==> src/rtl/cpu_ctrl_pkg.sv <==
// Shared opcodes, ALU selects, instruction classes, FSM states and the
// packed control-line bundle for the hardwired control sequencer.
package cpu_ctrl_pkg;

    localparam logic [4:0] OP_LD   = 5'b00000;
    localparam logic [4:0] OP_LDI  = 5'b00001;
    localparam logic [4:0] OP_ST   = 5'b00010;
    localparam logic [4:0] OP_ADDI = 5'b01100;
    localparam logic [4:0] OP_ANDI = 5'b01101;
    localparam logic [4:0] OP_ORI  = 5'b01110;
    localparam logic [4:0] OP_BR   = 5'b10010;
    localparam logic [4:0] OP_NOP  = 5'b11010;
    localparam logic [4:0] OP_HALT = 5'b11011;

    localparam logic [4:0] ALU_ADD = 5'd0;
    localparam logic [4:0] ALU_AND = 5'd1;
    localparam logic [4:0] ALU_OR  = 5'd2;

    typedef enum logic [3:0] {
        CLS_LD, CLS_LDI, CLS_ST, CLS_ADD, CLS_AND, CLS_OR, CLS_BR, CLS_NOP, CLS_HALT
    } instr_class_e;

    typedef enum logic [4:0] {
        S_RESET, S_FETCH0, S_FETCH1, S_FETCH2,
        S_ADD_T3, S_ADD_T4, S_AND_T3, S_AND_T4, S_OR_T3, S_OR_T4, S_ALU_T5,
        S_LDI_T3, S_LDI_T4, S_LDI_T5,
        S_LD_T3, S_LD_T4, S_LD_T5, S_LD_T6, S_LD_T7,
        S_ST_T3, S_ST_T4, S_ST_T5, S_ST_T6, S_ST_T7,
        S_BR_T3, S_BR_T4, S_BR_T5, S_BR_T6,
        S_HALT
    } state_e;

    // Field order matches the concatenation onto the interface in the top.
    typedef struct packed {
        logic pc_out;
        logic zhigh_out;
        logic zlow_out;
        logic mdr_out;
        logic ba_out;
        logic c_out;
        logic r_out;
        logic mar_in;
        logic pc_in;
        logic mdr_in;
        logic ir_in;
        logic y_in;
        logic zhigh_in;
        logic zlow_in;
        logic r_in;
        logic con_in;
        logic inc_pc;
        logic gra;
        logic grb;
        logic grc;
        logic read;
        logic write;
        logic instr_done;
        logic illegal;
        logic halted;
    } ctrl_t;

endpackage

==> src/rtl/control_sequencer_if.sv <==
// Control bundle between the sequencer (master) and the datapath (slave).
interface control_sequencer_if #(
    parameter int OPW = 5
);
    logic           run;
    logic [31:0]    ir;
    logic           branchCompare;
    logic           PCout, Zhighout, Zlowout, MDRout, BAOut, Cout, Rout;
    logic           MARin, PCin, MDRin, IRin, Yin, ZHighin, Zlowin, Rin, CONin, IncPC;
    logic           Gra, Grb, Grc;
    logic           Read, Write;
    logic [OPW-1:0] op;
    logic           instr_done, illegal, halted;

    modport master (
        input  run, ir, branchCompare,
        output PCout, Zhighout, Zlowout, MDRout, BAOut, Cout, Rout,
        output MARin, PCin, MDRin, IRin, Yin, ZHighin, Zlowin, Rin, CONin, IncPC,
        output Gra, Grb, Grc, Read, Write, op, instr_done, illegal, halted
    );

    modport slave (
        output run, ir, branchCompare,
        input  PCout, Zhighout, Zlowout, MDRout, BAOut, Cout, Rout,
        input  MARin, PCin, MDRin, IRin, Yin, ZHighin, Zlowin, Rin, CONin, IncPC,
        input  Gra, Grb, Grc, Read, Write, op, instr_done, illegal, halted
    );
endinterface

==> src/rtl/ctrl_decode.sv <==
// Combinational opcode decode: maps the IR opcode field to an instruction
// class; unknown opcodes behave as NOP and raise the illegal flag.
module ctrl_decode
    import cpu_ctrl_pkg::*;
#(
    parameter int DECODE_FIELD_MSB = 31
) (
    input  logic [31:0]  ir,
    output instr_class_e cls,
    output logic         illegal
);

    logic [4:0] opcode;
    logic       unused_ir;

    assign opcode    = ir[DECODE_FIELD_MSB -: 5];
    assign unused_ir = ^ir;

    always_comb begin
        cls     = CLS_NOP;
        illegal = 1'b0;
        case (opcode)
            OP_LD:   cls = CLS_LD;
            OP_LDI:  cls = CLS_LDI;
            OP_ST:   cls = CLS_ST;
            OP_ADDI: cls = CLS_ADD;
            OP_ANDI: cls = CLS_AND;
            OP_ORI:  cls = CLS_OR;
            OP_BR:   cls = CLS_BR;
            OP_NOP:  cls = CLS_NOP;
            OP_HALT: cls = CLS_HALT;
            default: illegal = 1'b1;
        endcase
    end

endmodule

==> src/rtl/control_sequencer.sv <==
// Hardwired control unit: fetch, decode and per-instruction T-state sequencing
// that drives the datapath control lines one cycle at a time.
//
// state        | meaning
// RESET        | held by clear, all outputs 0
// FETCH0       | PC -> MAR, PC+1 -> Z; stalls while run=0
// FETCH1       | Z -> PC, memory read into MDR
// FETCH2       | MDR -> IR, decode; NOP/unknown finish here
// <op>_T3..T7  | per-instruction execute steps
// HALT         | halted=1 until clear
module control_sequencer
    import cpu_ctrl_pkg::*;
#(
    parameter int OPW              = 5,
    parameter int DECODE_FIELD_MSB = 31
) (
    input logic                 Clock,
    input logic                 clear,
    control_sequencer_if.master bus
);

    state_e         state_q, state_d;
    ctrl_t          ctrl_c;
    logic [OPW-1:0] op_c;
    instr_class_e   dec_cls;
    logic           dec_illegal;

    ctrl_decode #(.DECODE_FIELD_MSB(DECODE_FIELD_MSB)) u_decode (
        .ir      (bus.ir),
        .cls     (dec_cls),
        .illegal (dec_illegal)
    );

    always_ff @(posedge Clock) begin
        if (clear) state_q <= S_RESET;
        else       state_q <= state_d;
    end

    always_comb begin
        ctrl_c  = '0;
        op_c    = OPW'(ALU_ADD);
        state_d = S_RESET;

        case (state_q)
            S_FETCH0: if (bus.run) begin
                ctrl_c.pc_out   = 1'b1;
                ctrl_c.mar_in   = 1'b1;
                ctrl_c.inc_pc   = 1'b1;
                ctrl_c.zhigh_in = 1'b1;
                ctrl_c.zlow_in  = 1'b1;
            end
            S_FETCH1: begin
                ctrl_c.zlow_out = 1'b1;
                ctrl_c.pc_in    = 1'b1;
                ctrl_c.read     = 1'b1;
                ctrl_c.mdr_in   = 1'b1;
            end
            S_FETCH2: begin
                ctrl_c.mdr_out    = 1'b1;
                ctrl_c.ir_in      = 1'b1;
                ctrl_c.instr_done = (dec_cls == CLS_NOP);
                ctrl_c.illegal    = dec_illegal;
            end
            S_ADD_T3, S_AND_T3, S_OR_T3: begin
                ctrl_c.grb   = 1'b1;
                ctrl_c.r_out = 1'b1;
                ctrl_c.y_in  = 1'b1;
            end
            S_LDI_T3, S_LD_T3, S_ST_T3: begin
                ctrl_c.grb    = 1'b1;
                ctrl_c.ba_out = 1'b1;
                ctrl_c.y_in   = 1'b1;
            end
            S_ADD_T4, S_AND_T4, S_OR_T4, S_LDI_T4, S_LD_T4, S_ST_T4, S_BR_T5: begin
                ctrl_c.c_out    = 1'b1;
                ctrl_c.zhigh_in = 1'b1;
                ctrl_c.zlow_in  = 1'b1;
                if (state_q == S_AND_T4) op_c = OPW'(ALU_AND);
                if (state_q == S_OR_T4)  op_c = OPW'(ALU_OR);
            end
            S_ALU_T5, S_LDI_T5: begin
                ctrl_c.zlow_out   = 1'b1;
                ctrl_c.gra        = 1'b1;
                ctrl_c.r_in       = 1'b1;
                ctrl_c.instr_done = 1'b1;
            end
            S_LD_T5, S_ST_T5: begin
                ctrl_c.zlow_out = 1'b1;
                ctrl_c.mar_in   = 1'b1;
            end
            S_LD_T6: begin
                ctrl_c.read   = 1'b1;
                ctrl_c.mdr_in = 1'b1;
            end
            S_LD_T7: begin
                ctrl_c.mdr_out    = 1'b1;
                ctrl_c.gra        = 1'b1;
                ctrl_c.r_in       = 1'b1;
                ctrl_c.instr_done = 1'b1;
            end
            S_ST_T6: begin
                ctrl_c.gra    = 1'b1;
                ctrl_c.r_out  = 1'b1;
                ctrl_c.mdr_in = 1'b1;
            end
            S_ST_T7: begin
                ctrl_c.write      = 1'b1;
                ctrl_c.instr_done = 1'b1;
            end
            S_BR_T3: begin
                ctrl_c.gra    = 1'b1;
                ctrl_c.r_out  = 1'b1;
                ctrl_c.con_in = 1'b1;
            end
            S_BR_T4: begin
                ctrl_c.pc_out = 1'b1;
                ctrl_c.y_in   = 1'b1;
            end
            S_BR_T6: begin
                ctrl_c.zlow_out   = bus.branchCompare;
                ctrl_c.pc_in      = bus.branchCompare;
                ctrl_c.instr_done = 1'b1;
            end
            S_HALT: ctrl_c.halted = 1'b1;
            default: ;
        endcase

        case (state_q)
            S_RESET:  state_d = S_FETCH0;
            S_FETCH0: state_d = bus.run ? S_FETCH1 : S_FETCH0;
            S_FETCH1: state_d = S_FETCH2;
            S_FETCH2: begin
                case (dec_cls)
                    CLS_ADD:  state_d = S_ADD_T3;
                    CLS_AND:  state_d = S_AND_T3;
                    CLS_OR:   state_d = S_OR_T3;
                    CLS_LDI:  state_d = S_LDI_T3;
                    CLS_LD:   state_d = S_LD_T3;
                    CLS_ST:   state_d = S_ST_T3;
                    CLS_BR:   state_d = S_BR_T3;
                    CLS_HALT: state_d = S_HALT;
                    default:  state_d = S_FETCH0;
                endcase
            end
            S_ADD_T3: state_d = S_ADD_T4;
            S_AND_T3: state_d = S_AND_T4;
            S_OR_T3:  state_d = S_OR_T4;
            S_ADD_T4, S_AND_T4, S_OR_T4: state_d = S_ALU_T5;
            S_LDI_T3: state_d = S_LDI_T4;
            S_LDI_T4: state_d = S_LDI_T5;
            S_LD_T3:  state_d = S_LD_T4;
            S_LD_T4:  state_d = S_LD_T5;
            S_LD_T5:  state_d = S_LD_T6;
            S_LD_T6:  state_d = S_LD_T7;
            S_ST_T3:  state_d = S_ST_T4;
            S_ST_T4:  state_d = S_ST_T5;
            S_ST_T5:  state_d = S_ST_T6;
            S_ST_T6:  state_d = S_ST_T7;
            S_BR_T3:  state_d = S_BR_T4;
            S_BR_T4:  state_d = S_BR_T5;
            S_BR_T5:  state_d = S_BR_T6;
            S_ALU_T5, S_LDI_T5, S_LD_T7, S_ST_T7, S_BR_T6: state_d = S_FETCH0;
            S_HALT:   state_d = S_HALT;
            default:  state_d = S_RESET;
        endcase
    end

    assign {bus.PCout, bus.Zhighout, bus.Zlowout, bus.MDRout, bus.BAOut, bus.Cout, bus.Rout,
            bus.MARin, bus.PCin, bus.MDRin, bus.IRin, bus.Yin, bus.ZHighin, bus.Zlowin,
            bus.Rin, bus.CONin, bus.IncPC, bus.Gra, bus.Grb, bus.Grc, bus.Read, bus.Write,
            bus.instr_done, bus.illegal, bus.halted} = ctrl_c;
    assign bus.op = op_c;

endmodule

==> src/flat_wrapper.sv <==
// flat-port wrapper written by rule: the top's interface ports become plain ports
module control_sequencer_flat import cpu_ctrl_pkg::*;
#(
    parameter int OPW              = 5,
    parameter int DECODE_FIELD_MSB = 31
)
  (Clock, clear, bus_run, bus_ir, bus_branchCompare, bus_PCout, bus_Zhighout, bus_Zlowout, bus_MDRout, bus_BAOut, bus_Cout, bus_Rout, bus_MARin, bus_PCin, bus_MDRin, bus_IRin, bus_Yin, bus_ZHighin, bus_Zlowin, bus_Rin, bus_CONin, bus_IncPC, bus_Gra, bus_Grb, bus_Grc, bus_Read, bus_Write, bus_op, bus_instr_done, bus_illegal, bus_halted);
  control_sequencer_if #(.OPW(OPW)) bus_i ();
  input logic Clock;
  input logic clear;
  input wire logic [$bits(bus_i.run)-1:0] bus_run;
  input wire logic [$bits(bus_i.ir)-1:0] bus_ir;
  input wire logic [$bits(bus_i.branchCompare)-1:0] bus_branchCompare;
  output wire logic [$bits(bus_i.PCout)-1:0] bus_PCout;
  output wire logic [$bits(bus_i.Zhighout)-1:0] bus_Zhighout;
  output wire logic [$bits(bus_i.Zlowout)-1:0] bus_Zlowout;
  output wire logic [$bits(bus_i.MDRout)-1:0] bus_MDRout;
  output wire logic [$bits(bus_i.BAOut)-1:0] bus_BAOut;
  output wire logic [$bits(bus_i.Cout)-1:0] bus_Cout;
  output wire logic [$bits(bus_i.Rout)-1:0] bus_Rout;
  output wire logic [$bits(bus_i.MARin)-1:0] bus_MARin;
  output wire logic [$bits(bus_i.PCin)-1:0] bus_PCin;
  output wire logic [$bits(bus_i.MDRin)-1:0] bus_MDRin;
  output wire logic [$bits(bus_i.IRin)-1:0] bus_IRin;
  output wire logic [$bits(bus_i.Yin)-1:0] bus_Yin;
  output wire logic [$bits(bus_i.ZHighin)-1:0] bus_ZHighin;
  output wire logic [$bits(bus_i.Zlowin)-1:0] bus_Zlowin;
  output wire logic [$bits(bus_i.Rin)-1:0] bus_Rin;
  output wire logic [$bits(bus_i.CONin)-1:0] bus_CONin;
  output wire logic [$bits(bus_i.IncPC)-1:0] bus_IncPC;
  output wire logic [$bits(bus_i.Gra)-1:0] bus_Gra;
  output wire logic [$bits(bus_i.Grb)-1:0] bus_Grb;
  output wire logic [$bits(bus_i.Grc)-1:0] bus_Grc;
  output wire logic [$bits(bus_i.Read)-1:0] bus_Read;
  output wire logic [$bits(bus_i.Write)-1:0] bus_Write;
  output wire logic [$bits(bus_i.op)-1:0] bus_op;
  output wire logic [$bits(bus_i.instr_done)-1:0] bus_instr_done;
  output wire logic [$bits(bus_i.illegal)-1:0] bus_illegal;
  output wire logic [$bits(bus_i.halted)-1:0] bus_halted;
  assign bus_i.run = bus_run;
  assign bus_i.ir = bus_ir;
  assign bus_i.branchCompare = bus_branchCompare;
  assign bus_PCout = bus_i.PCout;
  assign bus_Zhighout = bus_i.Zhighout;
  assign bus_Zlowout = bus_i.Zlowout;
  assign bus_MDRout = bus_i.MDRout;
  assign bus_BAOut = bus_i.BAOut;
  assign bus_Cout = bus_i.Cout;
  assign bus_Rout = bus_i.Rout;
  assign bus_MARin = bus_i.MARin;
  assign bus_PCin = bus_i.PCin;
  assign bus_MDRin = bus_i.MDRin;
  assign bus_IRin = bus_i.IRin;
  assign bus_Yin = bus_i.Yin;
  assign bus_ZHighin = bus_i.ZHighin;
  assign bus_Zlowin = bus_i.Zlowin;
  assign bus_Rin = bus_i.Rin;
  assign bus_CONin = bus_i.CONin;
  assign bus_IncPC = bus_i.IncPC;
  assign bus_Gra = bus_i.Gra;
  assign bus_Grb = bus_i.Grb;
  assign bus_Grc = bus_i.Grc;
  assign bus_Read = bus_i.Read;
  assign bus_Write = bus_i.Write;
  assign bus_op = bus_i.op;
  assign bus_instr_done = bus_i.instr_done;
  assign bus_illegal = bus_i.illegal;
  assign bus_halted = bus_i.halted;
  control_sequencer #(.OPW(OPW), .DECODE_FIELD_MSB(DECODE_FIELD_MSB)) u_core (.Clock(Clock), .clear(clear), .bus(bus_i));
endmodule
==> config.mk <==
export PLATFORM = sky130hd
export DESIGN_NAME = control_sequencer_flat
export DESIGN_NICKNAME = d
export VERILOG_FILES = /design/src/rtl/cpu_ctrl_pkg.sv /design/src/rtl/control_sequencer_if.sv /design/src/rtl/ctrl_decode.sv /design/src/rtl/control_sequencer.sv /design/src/flat_wrapper.sv
export SDC_FILE = /design/constraint.sdc
export NUM_CORES = 1
export LEC_CHECK = 0
export BUFFER_PORTS_ARGS = -buffer_cell sky130_fd_sc_hd__buf_2
export CELL_PAD_IN_SITES_DETAIL_PLACEMENT = 1
export CELL_PAD_IN_SITES_GLOBAL_PLACEMENT = 1
export CORE_MARGIN = 2
export CORE_UTILIZATION = 29
export CTS_CLUSTER_DIAMETER = 60
export DETAILED_ROUTE_END_ITERATION = 16
export GPL_ROUTABILITY_DRIVEN = 0
export PLACE_DENSITY = 0.84
export SETUP_SLACK_MARGIN = 0.02
export SYNTH_ARGS = -nofsm -noshare
export SYNTH_HDL_FRONTEND = slang
export SYNTH_SLANG_ARGS = --single-unit
export TNS_END_PERCENT = 100
==> constraint.sdc <==
create_clock -name Clock -period 4.4 [get_ports Clock]
set_input_delay 0.88 -clock Clock [delete_from_list [all_inputs] [get_ports Clock]]
set_output_delay 0.88 -clock Clock [all_outputs]
set_load 0.01 [all_outputs]
==> reports/qor.yml <==
final_layout:
  final_util_pct: 33.5
  mostFrequentLayoutCells: "buf_2 (33), a21oi_1 (23), nor2_1 (23)"
  regMostFlops: "u_core.state_q"
  area_delta_synth_final_pct: 12.5
  mostFrequentLayoutCell: "buf_2"
  n_antenna_cell: 0
  design_area_um2: 1450
  drive_gt1_share_pct: 20.8
  largest_register_ffs: 5
  nets: 262
  top_regs: "u_core.state_q (5)"
logic_synthesis:
  synth-seq-cells: 5
  ys_warn_count: 0
  synth_edf_count: 0
  ys.flop_type: "dfxtp_1"
  syn_inst: 203
  synthArstFlopShare_pct: 0
  syn_area_per_cell_um2: 6.34
  ys_types: 58
  synth_area_um2: 1290
  seq_area_frac_synth_pct: 7.77
setup_path:
  startpoint: "u_core.state_q[2]"
  crit_type: "register to primary output"
  cp-start-kind: "register"
  critPathSlowestCell: "dfxtp_1"
  crit_chain: "and2b_1, a221oi_1, o32ai_1, or2_2, buf_2"
  reg2reg_from: "u_core.state_q[2]"
  end_kind: "primary output"
  required_ps: 3520
  slowest_delay_ps: 890
  arrival_ps: 2400
  worstPathMaxFanout: 29
clocking:
  cts_tree: "yes"
  insertion_delay_ps: 230
  root_buffer: "clkbuf_8"
  postCtsSetupRepairBufs: 0
  post_cts_resized: 0
  cts_buffers: 3
  clockBufferDepth: 2
  htree_levels: 1
  clkSlewWorstSetupHoldPaths_ps: 40
  cts_num_sinks: 5
  cts_hold_buf: 0
routing:
  vias_per_cell: 5.51
  drc: 0
  drtIter0Drc: 109
  ant_nets: 0
  drt-total-wl_um: 3910
  wl_per_cell_um: 14.3
  dr.pass1.iters: 4
  vias: 1503
status:
  status: "completed"
sta:
  finalCriticalPeriod_ps: 3280
  relSlewSlack_pct: 40.3
  grt_setup_unrepaired: "no"
  fmax_mhz: 305
  timing.hold.ws_ps: 795
  fin_crit_sh_pct: 74.4
  skew_ps: 3.11
  fin_setup_tns_ps: 0
  tightest_slew_ps: 894
  slew_viol_final: 0
  final-setup-viol-count: 0
  final_hold_viol_count: 0
power_and_ir_drop:
  p_clk_share_pct: 22.3
  ir_drop_v: 0.0000748
  p_leak_nw: 0.624
  p_int_uw: 206
  switching_power_uw: 196
  p_comb_share_pct: 57.4
  power_density_nw_per_um2: 278
  swShare_pct: 48.8
  seqPwrFrac_pct: 20.3
global_route:
  grt_pass1_wl_um: 6510
  grt_max_degree: 33
  grt_overflow: 0
  antenna_found_initial: 0
  track_usage_pct: 15.8
  grt_pass1_vias: 1427
floorplanning:
  die_w_um: 70.6
  dieArea_um2: 4990
  ioPinCount: 66
  initial_core_util_pct: 29.8
  rows: 24
  core_um2: 4320
  fp.dieH_um: 70.6
min_path:
  worstHoldPathType: "register to register"
  worstHoldStart: "u_core.state_q[0]"
placed_design:
  hpwl_um: 2870
  place_area_um2: 1400
  port_buffers: 33
job:
  drv_cap: 0
==> worst paths after layout <==
check	cells after the start	slack, ps	end
max	5	1120	bus_ZHighin
min	3	790	u_core.state_q[4]
max reg2reg	5	2180	u_core.state_q[0]
min reg2reg	3	790	u_core.state_q[4]
==> worst max-delay path: cells and delay by family (launching register included) <==
family / cells / cell delay [ps]
flip-flops: 1 / 890
AO/OA/AOI/OAI: 2 / 480
buffers and inverters: 1 / 140
AND/OR/NAND/NOR: 2 / 640
==> synth_stat cells, types with 2 or more instances <==
| library cell | n | area (µm²) |
|---|---|---|
| a21o_1 | 2 | 15.0 |
| a21oi_1 | 23 | 115 |
| a221oi_1 | 3 | 26.3 |
| a311oi_1 | 3 | 26.3 |
| a31oi_1 | 5 | 31.3 |
| buf_1 | 3 | 11.3 |
| buf_2 | 12 | 60.1 |
| buf_4 | 6 | 45.0 |
| buf_6 | 2 | 22.5 |
| clkbuf_1 | 2 | 7.51 |
| dfxtp_1 | 5 | 100 |
| ha_1 | 4 | 50.1 |
| inv_1 | 7 | 26.3 |
| nand2_1 | 21 | 78.8 |
| nand2b_1 | 4 | 25.0 |
| nand3_1 | 5 | 25.0 |
| nand3b_1 | 3 | 22.5 |
| nor2_1 | 23 | 86.3 |
| nor2b_1 | 5 | 31.3 |
| nor3_1 | 8 | 40.0 |
| nor3b_1 | 3 | 22.5 |
| nor4_1 | 2 | 12.5 |
| o211ai_1 | 2 | 15.0 |
| o21a_1 | 3 | 22.5 |
| o21ai_0 | 10 | 50.1 |
| o22ai_1 | 2 | 12.5 |
| o31a_1 | 2 | 17.5 |
| o31ai_1 | 2 | 15.0 |
| o32ai_1 | 2 | 17.5 |
==> routing by layer <==
metal	up-vias	track usage [%]	share of wire, %
li1	763	-	-
met1	705	20.7	47
met2	30	26.3	49
met3	5	1.28	2.9
met4	0	7.34	1.8
met5	-	0	0
==> layout make-up <==
| cell class | instances | area, µm² |
|---|---|---|
| fillers | 604 | 2880 |
| multi-input cells | 168 | 1020 |
| repair buffers | 36 | 188 |
| flip-flops and latches | 5 | 100 |
| well taps | 52 | 65.1 |
| clock buffers | 4 | 45.0 |
| inverters | 8 | 30.0 |
==> stage by stage <==
stage	worst slack, ps	power (mW)	std cells
4_1_cts	1110	0.405	273
3_3_place_gp	1150	0.305	269
5_1_grt	903	0.440	273
6_report	1120	0.403	273
2_1_floorplan	1380	0.256	207
3_5_place_dp	1110	0.312	269
==> logic make-up (layout without fill, tap and decap cells) <==
| logic type | after synthesis | in the layout | share of synthesized area [%] |
|---|---|---|---|
| AND/OR/NAND/NOR | 83 | 83 | 32.5 |
| XOR/XNOR | 2 | 2 | 1.36 |
| multiplexers | 1 | 1 | 0.777 |
| flip-flops | 5 | 5 | 7.77 |
| other | 1 | 5 | 0.291 |
| buffers and inverters | 34 | 48 | 14.1 |
| adder cells (fa/ha/maj) | 4 | 4 | 3.89 |
| AO/OA/AOI/OAI | 73 | 73 | 39.4 |
==> power groups by stage <==
stage / Sequential, mW / Combinational (mW) / Clock (mW)
6_report: 0.0819 / 0.231 / 0.0896
5_1_grt: 0.0847 / 0.259 / 0.0961
4_1_cts: 0.0803 / 0.232 / 0.0926
3_5_place_dp: 0.0809 / 0.231 / 0
3_3_place_gp: 0.0811 / 0.224 / 0
2_1_floorplan: 0.0551 / 0.201 / 0
No activity file was read; power rests on OpenSTA's default activity.
